**src/rtl/halflife_sequencer_if.sv**
```systemverilog
// Control bundle between the half-life sequencer, its user-side start/config
// inputs and the 4-bit counter it drives. HL_LINEAR_EN adds the linear-mode select.
interface halflife_sequencer_if #(
    parameter int N  = 4,
    parameter int PW = 8
);
    logic          start;
    logic [N-1:0]  init_val;
    logic [PW-1:0] period;
`ifdef HL_LINEAR_EN
    logic          linear;
`endif
    logic [N-1:0]  cnt_q;
    logic          cnt_rst;
    logic          cnt_up;
    logic          cnt_down;
    logic          cnt_load;
    logic [N-1:0]  cnt_d;
    logic          busy;
    logic          done;
    logic [3:0]    halvings;

`ifdef HL_LINEAR_EN
    modport master (
        input  start, init_val, period, linear, cnt_q,
        output cnt_rst, cnt_up, cnt_down, cnt_load, cnt_d, busy, done, halvings
    );
    modport slave (
        output start, init_val, period, linear, cnt_q,
        input  cnt_rst, cnt_up, cnt_down, cnt_load, cnt_d, busy, done, halvings
    );
`else
    modport master (
        input  start, init_val, period, cnt_q,
        output cnt_rst, cnt_up, cnt_down, cnt_load, cnt_d, busy, done, halvings
    );
    modport slave (
        output start, init_val, period, cnt_q,
        input  cnt_rst, cnt_up, cnt_down, cnt_load, cnt_d, busy, done, halvings
    );
`endif
endinterface

```
**src/rtl/halflife_sequencer.sv**
```systemverilog
// Half-life decay sequencer: loads an initial count, then halves it every period
// cycles until zero. Optional HL_LINEAR_EN adds a decrement-per-period mode.
module halflife_sequencer #(
    parameter int N  = 4,
    parameter int PW = 8
) (
    input  logic                 clk,
    input  logic                 rst,
    halflife_sequencer_if.master bus
);

    localparam logic [2:0] S_IDLE = 3'd0;
    localparam logic [2:0] S_LOAD = 3'd1;
    localparam logic [2:0] S_RUN  = 3'd2;
    localparam logic [2:0] S_STEP = 3'd3;
    localparam logic [2:0] S_DONE = 3'd4;

    logic [2:0]    state;
    logic [2:0]    state_nxt;
    logic [PW-1:0] presc;
    logic [PW-1:0] per_q;
    logic [N-1:0]  ival_q;
    logic [3:0]    halvings_q;
    logic          rst_rec;
    logic          lin_q;
    logic          accept;
    logic          presc_last;
    logic [N-1:0]  half_val;
    logic          step_zero;

    function automatic logic [3:0] sat_inc4(input logic [3:0] v);
        return (v == 4'hF) ? v : v + 4'd1;
    endfunction

    function automatic logic [PW-1:0] period_floor(input logic [PW-1:0] p);
        return (p == '0) ? PW'(1) : p;
    endfunction

    assign accept     = (state == S_IDLE) && bus.start;
    assign presc_last = (presc == per_q - PW'(1));
    assign half_val   = bus.cnt_q >> 1;
    assign step_zero  = lin_q ? ((bus.cnt_q - N'(1)) == '0) : (half_val == '0);

    always_comb begin
        state_nxt = state;
        case (state)
            S_IDLE: if (bus.start) state_nxt = S_LOAD;
            S_LOAD: state_nxt = (ival_q == '0) ? S_DONE : S_RUN;
            S_RUN:  if (presc_last) state_nxt = S_STEP;
            S_STEP: state_nxt = step_zero ? S_DONE : S_RUN;
            S_DONE: state_nxt = S_IDLE;
            default: state_nxt = S_IDLE;
        endcase
    end

    // rst_rec keeps the counter clear for one cycle beyond reset release
    always_ff @(posedge clk or posedge rst) begin
        if (rst) begin
            state      <= S_IDLE;
            presc      <= '0;
            halvings_q <= '0;
            rst_rec    <= 1'b1;
        end else begin
            rst_rec <= 1'b0;
            state   <= state_nxt;
            case (state)
                S_IDLE: if (bus.start) begin
                    presc      <= '0;
                    halvings_q <= '0;
                end
                S_RUN:  presc <= presc_last ? '0 : presc + PW'(1);
                S_STEP: halvings_q <= sat_inc4(halvings_q);
                default: ;
            endcase
        end
    end

    // Run configuration is only meaningful once a start has been accepted
    always_ff @(posedge clk) begin
        if (accept) begin
            ival_q <= bus.init_val;
            per_q  <= period_floor(bus.period);
        end
    end

`ifdef HL_LINEAR_EN
    always_ff @(posedge clk) begin
        if (accept) lin_q <= bus.linear;
    end
`else
    assign lin_q = 1'b0;
`endif

    always_comb begin
        bus.cnt_rst  = rst_rec;
        bus.cnt_up   = 1'b0;
        bus.cnt_down = 1'b0;
        bus.cnt_load = 1'b0;
        bus.cnt_d    = '0;
        case (state)
            S_LOAD: begin
                bus.cnt_load = 1'b1;
                bus.cnt_d    = ival_q;
            end
            S_STEP: begin
                if (lin_q) begin
                    bus.cnt_down = 1'b1;
                end else begin
                    bus.cnt_load = 1'b1;
                    bus.cnt_d    = half_val;
                end
            end
            default: ;
        endcase
    end

    assign bus.busy     = (state != S_IDLE);
    assign bus.done     = (state == S_DONE);
    assign bus.halvings = halvings_q;

endmodule
```
**src/flat_wrapper.sv**
```systemverilog
// flat-port wrapper written by rule: the top's interface ports become plain ports
module halflife_sequencer_flat 
#(
    parameter int N  = 4,
    parameter int PW = 8
)
  (clk, rst, bus_start, bus_init_val, bus_period, bus_cnt_q, bus_cnt_rst, bus_cnt_up, bus_cnt_down, bus_cnt_load, bus_cnt_d, bus_busy, bus_done, bus_halvings);
  halflife_sequencer_if #(.N(N), .PW(PW)) bus_i ();
  input  logic clk;
  input  logic rst;
  input wire logic [$bits(bus_i.start)-1:0] bus_start;
  input wire logic [$bits(bus_i.init_val)-1:0] bus_init_val;
  input wire logic [$bits(bus_i.period)-1:0] bus_period;
  input wire logic [$bits(bus_i.cnt_q)-1:0] bus_cnt_q;
  output wire logic [$bits(bus_i.cnt_rst)-1:0] bus_cnt_rst;
  output wire logic [$bits(bus_i.cnt_up)-1:0] bus_cnt_up;
  output wire logic [$bits(bus_i.cnt_down)-1:0] bus_cnt_down;
  output wire logic [$bits(bus_i.cnt_load)-1:0] bus_cnt_load;
  output wire logic [$bits(bus_i.cnt_d)-1:0] bus_cnt_d;
  output wire logic [$bits(bus_i.busy)-1:0] bus_busy;
  output wire logic [$bits(bus_i.done)-1:0] bus_done;
  output wire logic [$bits(bus_i.halvings)-1:0] bus_halvings;
  assign bus_i.start = bus_start;
  assign bus_i.init_val = bus_init_val;
  assign bus_i.period = bus_period;
  assign bus_i.cnt_q = bus_cnt_q;
  assign bus_cnt_rst = bus_i.cnt_rst;
  assign bus_cnt_up = bus_i.cnt_up;
  assign bus_cnt_down = bus_i.cnt_down;
  assign bus_cnt_load = bus_i.cnt_load;
  assign bus_cnt_d = bus_i.cnt_d;
  assign bus_busy = bus_i.busy;
  assign bus_done = bus_i.done;
  assign bus_halvings = bus_i.halvings;
  halflife_sequencer #(.N(N), .PW(PW)) u_core (.clk(clk), .rst(rst), .bus(bus_i));
endmodule
```
**config.mk**
```make
export PLATFORM = sky130hd
export DESIGN_NAME = halflife_sequencer_flat
export DESIGN_NICKNAME = d
export VERILOG_FILES = /design/src/rtl/halflife_sequencer_if.sv /design/src/rtl/halflife_sequencer.sv /design/src/flat_wrapper.sv
export SDC_FILE = /design/constraint.sdc
export NUM_CORES = 1
export LEC_CHECK = 0
export CAP_MARGIN = 20
export CORE_ASPECT_RATIO = 0.6
export CORE_UTILIZATION = 45
export DETAILED_ROUTE_END_ITERATION = 10
export PLACE_DENSITY = 0.72
export SLEW_MARGIN = 40
export SYNTH_ARGS = -nofsm -noshare
export SYNTH_HDL_FRONTEND = slang
export SYNTH_SLANG_ARGS = --single-unit
```
**constraint.sdc**
```tcl
create_clock -name clk -period 2.2 [get_ports clk]
set_clock_uncertainty 0.1 [all_clocks]
set_input_delay 0.33 -clock clk [delete_from_list [all_inputs] [get_ports clk]]
set_output_delay 0.33 -clock clk [all_outputs]
set_load 0.03 [all_outputs]
```
* Word-level counts from Yosys, hierarchy flattened
Cells that the tools add are included.
Storage, ports and cells: flip-flop bits (word level) 28, output and inout port bits 14, logic and storage cells 43
Operators by class: add/subtract/negate cells 3, equality and inequality tests 9, muxes and demuxes 13, reduce and logical (&&, ||, !) cells 12
Operators with widths (number):
- 2-to-1 mux 8 bit | 2
- one-hot mux 4 bit (2 select lines) | 2
- one-hot mux 8 bit (2 select lines) | 1
- 2-to-1 mux 3 bit | 4
- one-hot mux 3 bit (4 select lines) | 1
- adder 8 x 1 -> 8 bit, second input constant | 1
- == test 8 bit | 1
- logical NOT 4 bit | 2
- logical NOT 8 bit | 1
- 2-to-1 mux 4 bit | 2
- subtractor 8 x 1 -> 8 bit, second input constant | 1
- == test 3 x 2 -> 1 bit, second input constant | 2
- adder 4 x 1 -> 4 bit, second input constant | 1
- == test 4 bit, second input constant | 1
- inequality test 2 bit, second input constant | 2
- AND reduction 2 bit | 2
- nonzero test 2 bit | 2
- == test 3 x 1 -> 1 bit, second input constant | 1
- == test 3 bit, second input constant | 1
- logical NOT 3 bit | 1
- AND reduction 3 bit | 1
- nonzero test 3 bit | 1
- inequality test 2 x 1 -> 1 bit, second input constant | 1
- OR reduction 2 bit | 1
- 2 further kinds | 2

* Logic depth before layout (Yosys ltp)
Gate-level depths: netlist of the first run.
depth after elaboration 4, depth in mapped cells 8, mapped depth without buffers 8

* Worst setup path after synthesis of the first run
OpenSTA, ideal clock, no wires.
path type register to register, from register u_core.state[2], to register u_core.halvings_q[0] (netlist: u_core.bus.halvings[0]), library setup time 0.125 ns, arrival 1.662 ns, required time 1.975 ns, setup slack 0.313 ns, stages on the path, launching flop included 5, buffers on the path 0, clock period less this slack 1.887 ns, cells stage by stage dfrtp_1 > or3_1 > nor2_4 > nor2_1 > mux2_2
On the way: word-level cells in the longest chain between the ends 3
Ends and longest elaborated chain:
- start: declaration | line halflife_sequencer.sv:18 | logic [2:0] state;
- start signal: assignment | line halflife_sequencer.sv:65 | state <= state_nxt;
- == test 3 x 2 -> 1 bit or logical NOT 3 bit (tied branches) | line halflife_sequencer.sv:66 | case (state)
- inequality test 2 bit (no line) or nonzero test 2 bit (tied branches)
- AND reduction 3 bit (no line)
- end signal: assignment | line halflife_sequencer.sv:72 | S_STEP: halvings_q <= sat_inc4(halvings_q);
- end: declaration | line halflife_sequencer.sv:23 | logic [3:0] halvings_q;
Parallel ways exist; a longest one is shown, timed or not. A chain may end at the register's enable or synchronous reset.

* Worst setup path in the final report of the first run
from register u_core.state[1], to output bus_done
On the way: word-level cells in the longest chain between the ends 1
Ends and longest elaborated chain:
- == test 3 bit | line halflife_sequencer.sv:118 | assign bus.done = (state == S_DONE);
- end: declaration | line flat_wrapper.sv:21 | output wire logic [$bits(bus_i.done)-1:0] bus_done;
Every way passes these cells.

==> results of run 1 <==
path summary, 6_finish.rpt:
path,to,depth (start not counted)
worst max-delay path,bus_done,2
worst min-delay path,u_core.bus.halvings[1],2
worst max register to register,u_core.presc[7],8
worst min register to register,u_core.bus.halvings[3],1
max in group asynchronous,u_core.presc[5],2
min in group clk,u_core.bus.halvings[3],1
sequential cells by signal, indices dropped and copies added, names as in the netlist:
| register | count |
|---|---|
| u_core.per_q | 8 |
| u_core.presc | 8 |
| u_core.bus.halvings | 4 |
| u_core.ival_q | 4 |
| u_core.state | 3 |
| u_core.bus.cnt_rst | 1 |
placed cells by master, fill, tap and decap left out, types with 3 or more instances in the layout:
| master | netlist | final |
|---|---|---|
| clkdlybuf4s50_1 | 0 | 23 |
| nor2_1 | 16 | 16 |
| dfrtp_1 | 15 | 15 |
| edfxtp_1 | 12 | 12 |
| nand2_1 | 10 | 10 |
| xnor2_1 | 9 | 9 |
| inv_1 | 6 | 6 |
| nor3_1 | 5 | 5 |
| dlygate4sd2_1 | 0 | 5 |
| buf_4 | 3 | 5 |
| a21oi_1 | 4 | 4 |
| mux2i_1 | 4 | 4 |
| nand3_1 | 3 | 3 |
| xor2_1 | 3 | 3 |
| nor3_2 | 3 | 3 |
| o21ai_1 | 3 | 3 |
| a31oi_1 | 3 | 3 |
| and3_1 | 3 | 3 |
| a21o_1 | 3 | 3 |
| ha_1 | 3 | 3 |
| conb_1 | 1 | 3 |
| clkbuf_8 | 0 | 3 |
worst register-to-register path: cells and delay by family (launching register included):
family / cells / cell delay (ns)
AO/OA/AOI/OAI: 4 / 0.72
flip-flops: 1 / 0.43
AND/OR/NAND/NOR: 2 / 0.36
adder cells (fa/ha/maj): 1 / 0.25
buffers and inverters: 1 / 0.08
per-stage QoR:
stage | instances | worst slack (ns) | hold WS (ns) | cell area (sq um) | utilization [%]
4_1_cts | 224 | 0.0288 | 0.345 | 1970 | 60.0
3_5_place_dp | 220 | 0.0843 | 0.448 | 1900 | 58.0
6_report | 224 | 0.0837 | 0.322 | 1970 | 60.1
3_3_place_gp | 220 | 0.146 | 0.426 | 1900 | 58.0
2_1_floorplan | 152 | 0.313 | 0.143 | 1570 | -
5_1_grt | 224 | 0.0216 | 0.385 | 1970 | 60.1
cell type report:
type | instances | share of cell area, %
Clock buffer | 3 | 2.09
Timing Repair Buffer | 34 | 16.4
Clock inverter | 1 | 1.52
Tap cell | 45 | 2.86
Sequential cell | 28 | 38.6
Multi-Input combinational cell | 106 | 37.1
Inverter | 7 | 1.33
logic make-up (layout without fill, tap and decap cells):
family,Yosys count,count (layout),synth area share (%)
simple gates,57,57,20.4
flops,28,28,48.6
compound gates,25,25,12.1
buf+inv,18,45,5.11
xor+xnor,13,13,7.75
mux,5,5,3.27
fa+ha+maj,3,3,2.40
other cells,1,3,0.239
layer usage:
layer	vias up	global-route usage, %	share of wire (%)
li1	581	-	-
met1	589	26.0	48
met2	36	31.1	46
met3	6	4.76	4.0
met4	0	8.89	1.9
met5	-	0	0
power breakdown:
part	internal [W]	leakage [nW]	switching (W)	total, W
clock	0.000244	0.0357	0.000155	0.000399
sequential	0.000666	0.323	0.000135	0.000801
combinational	0.000349	0.454	0.000466	0.000815
total	0.00126	0.813	0.000756	0.00201
timing repair:
item | CTS | global route
gates resized for setup | 5 | 1
pin swaps | 0 | 0
setup endpoints to repair | 5 | 1
==> results.json, run 1 <==
{
  "layout-drive-gt1-share_pct": 14.0,
  "setup_violations": 0,
  "clkTransAtPathRegs_ns": 0.09,
  "grt_first_pass_wirelength_microns": 5220,
  "synth_edf_count": 12,
  "wl_per_cell_microns": 14.0,
  "cts_buffer_depth": 2,
  "synth_ff_type": "dfrtp_1",
  "antenna_found_initial": 0,
  "drt_wl_total_microns": 3130,
  "timing.final.crit_share_pct": 96.2,
  "portBuffers": 29,
  "tns_ns": 0,
  "start_util_pct": 47.7,
  "worstSetupStartpointType": "flop",
  "timing.fmax_mhz": 473,
  "grt_pass1_vias": 1100,
  "clock_sinks": 28,
  "htreeDepth": 1,
  "drtAntennaViolNets": 0,
  "final_nets": 202,
  "io_pins": 33,
  "endpoint_kind": "output port",
  "cpMaxStageDelayCell": "clkdlybuf4s50_1",
  "multi_input_area_sq_um": 732,
  "gp_congestion": 0.820,
  "seq_area_frac_synth_pct": 48.6,
  "peakVddDrop_mv": 0.479,
  "synthTopCellsByCount": "16 x nor2_1, 15 x dfrtp_1, 12 x edfxtp_1",
  "hold_buffers": 0,
  "ff_latch_area_sq_um": 762,
  "avgSynthCellArea_sq_um": 10.4,
  "p_total_w": 0.00201,
  "rr_startpoint": "u_core.per_q[1]",
  "cts_setup_buffers": 0,
  "netlist_area_sq_um": 1570,
  "synth_top_area_cell": "dfrtp_1",
  "first_pass_iters": 4,
  "p_leak_nw": 0.813,
  "die_h_microns": 47.7,
  "ys_seq_elements": 28,
  "async_flop_share_pct": 57.1,
  "power_density_nw_per_um2": 1020,
  "cts_tree": "done",
  "critPathArrivalTime_ns": 1.69,
  "hp-class": "in2async",
  "cp_cell_sequence": "nor3b_1 > clkdlybuf4s50_1",
  "fillers": 278,
  "report.final.slew_viol_count": 0,
  "fin_crit_ns": 2.12,
  "drc": 0,
  "cap_violations": 0,
  "required_ns": 1.77,
  "numCtsBuffers": 3,
  "die_x_microns": 78.2,
  "status": "finished clean",
  "rows": 16,
  "hold_violations": 0,
  "synth.most_common_cell": "nor2_1",
  "rsz0062_at_grt": "false",
  "crit_start": "u_core.state[1]",
  "vias": 1212,
  "core_sq_um": 3280,
  "yosysTopAreaCellShare_pct": 24.0,
  "areaGrowthSynthToFinish_pct": 25.9,
  "n_antenna_cell": 0,
  "worstSetupPathType": "reg2out",
  "synth_cell_type_count": 47,
  "hpwl_microns": 2440,
  "synth_area_leaders": "dfrtp_1 24%, edfxtp_1 23%, xnor2_1 5.0%, nor2_1 3.8%, mux2i_1 2.6%",
  "synthCells": 150,
  "dr.first_iter.drc_count": 79,
  "ff2ff_setup_slack_ns": 0.17,
  "slew_headroom_pct": 58.8,
  "drt-vias-per-instance": 5.41,
  "fp.dieArea_sq_um": 3730,
  "crit_fanout": 9,
  "clk_latency_ns": 0.27,
  "clockRootBuffer": "clkbuf_8",
  "grt_util_all_layers_pct": 19.5,
  "crit_family": "buffers and inverters",
  "worstMarginPinSlew_ns": 0.617,
  "critPathBufInv": 1,
  "yosysWarnings": 0,
  "grt_max_degree": 17,
  "gr-total-overflow": 0,
  "slowest_delay_ns": 0.69
}
Note: power is estimated with default switching activity, not from simulation.
==> inputs of run 2 (changes only) <==
--- a/config.mk
+++ b/config.mk
@@ -14,3 +14,4 @@
 export SYNTH_ARGS = -nofsm -noshare
 export SYNTH_HDL_FRONTEND = slang
 export SYNTH_SLANG_ARGS = --single-unit
+export TNS_END_PERCENT = 100
==> results of run 2 <==
The final DEF is identical to that of run 1; final timing and power are the same.
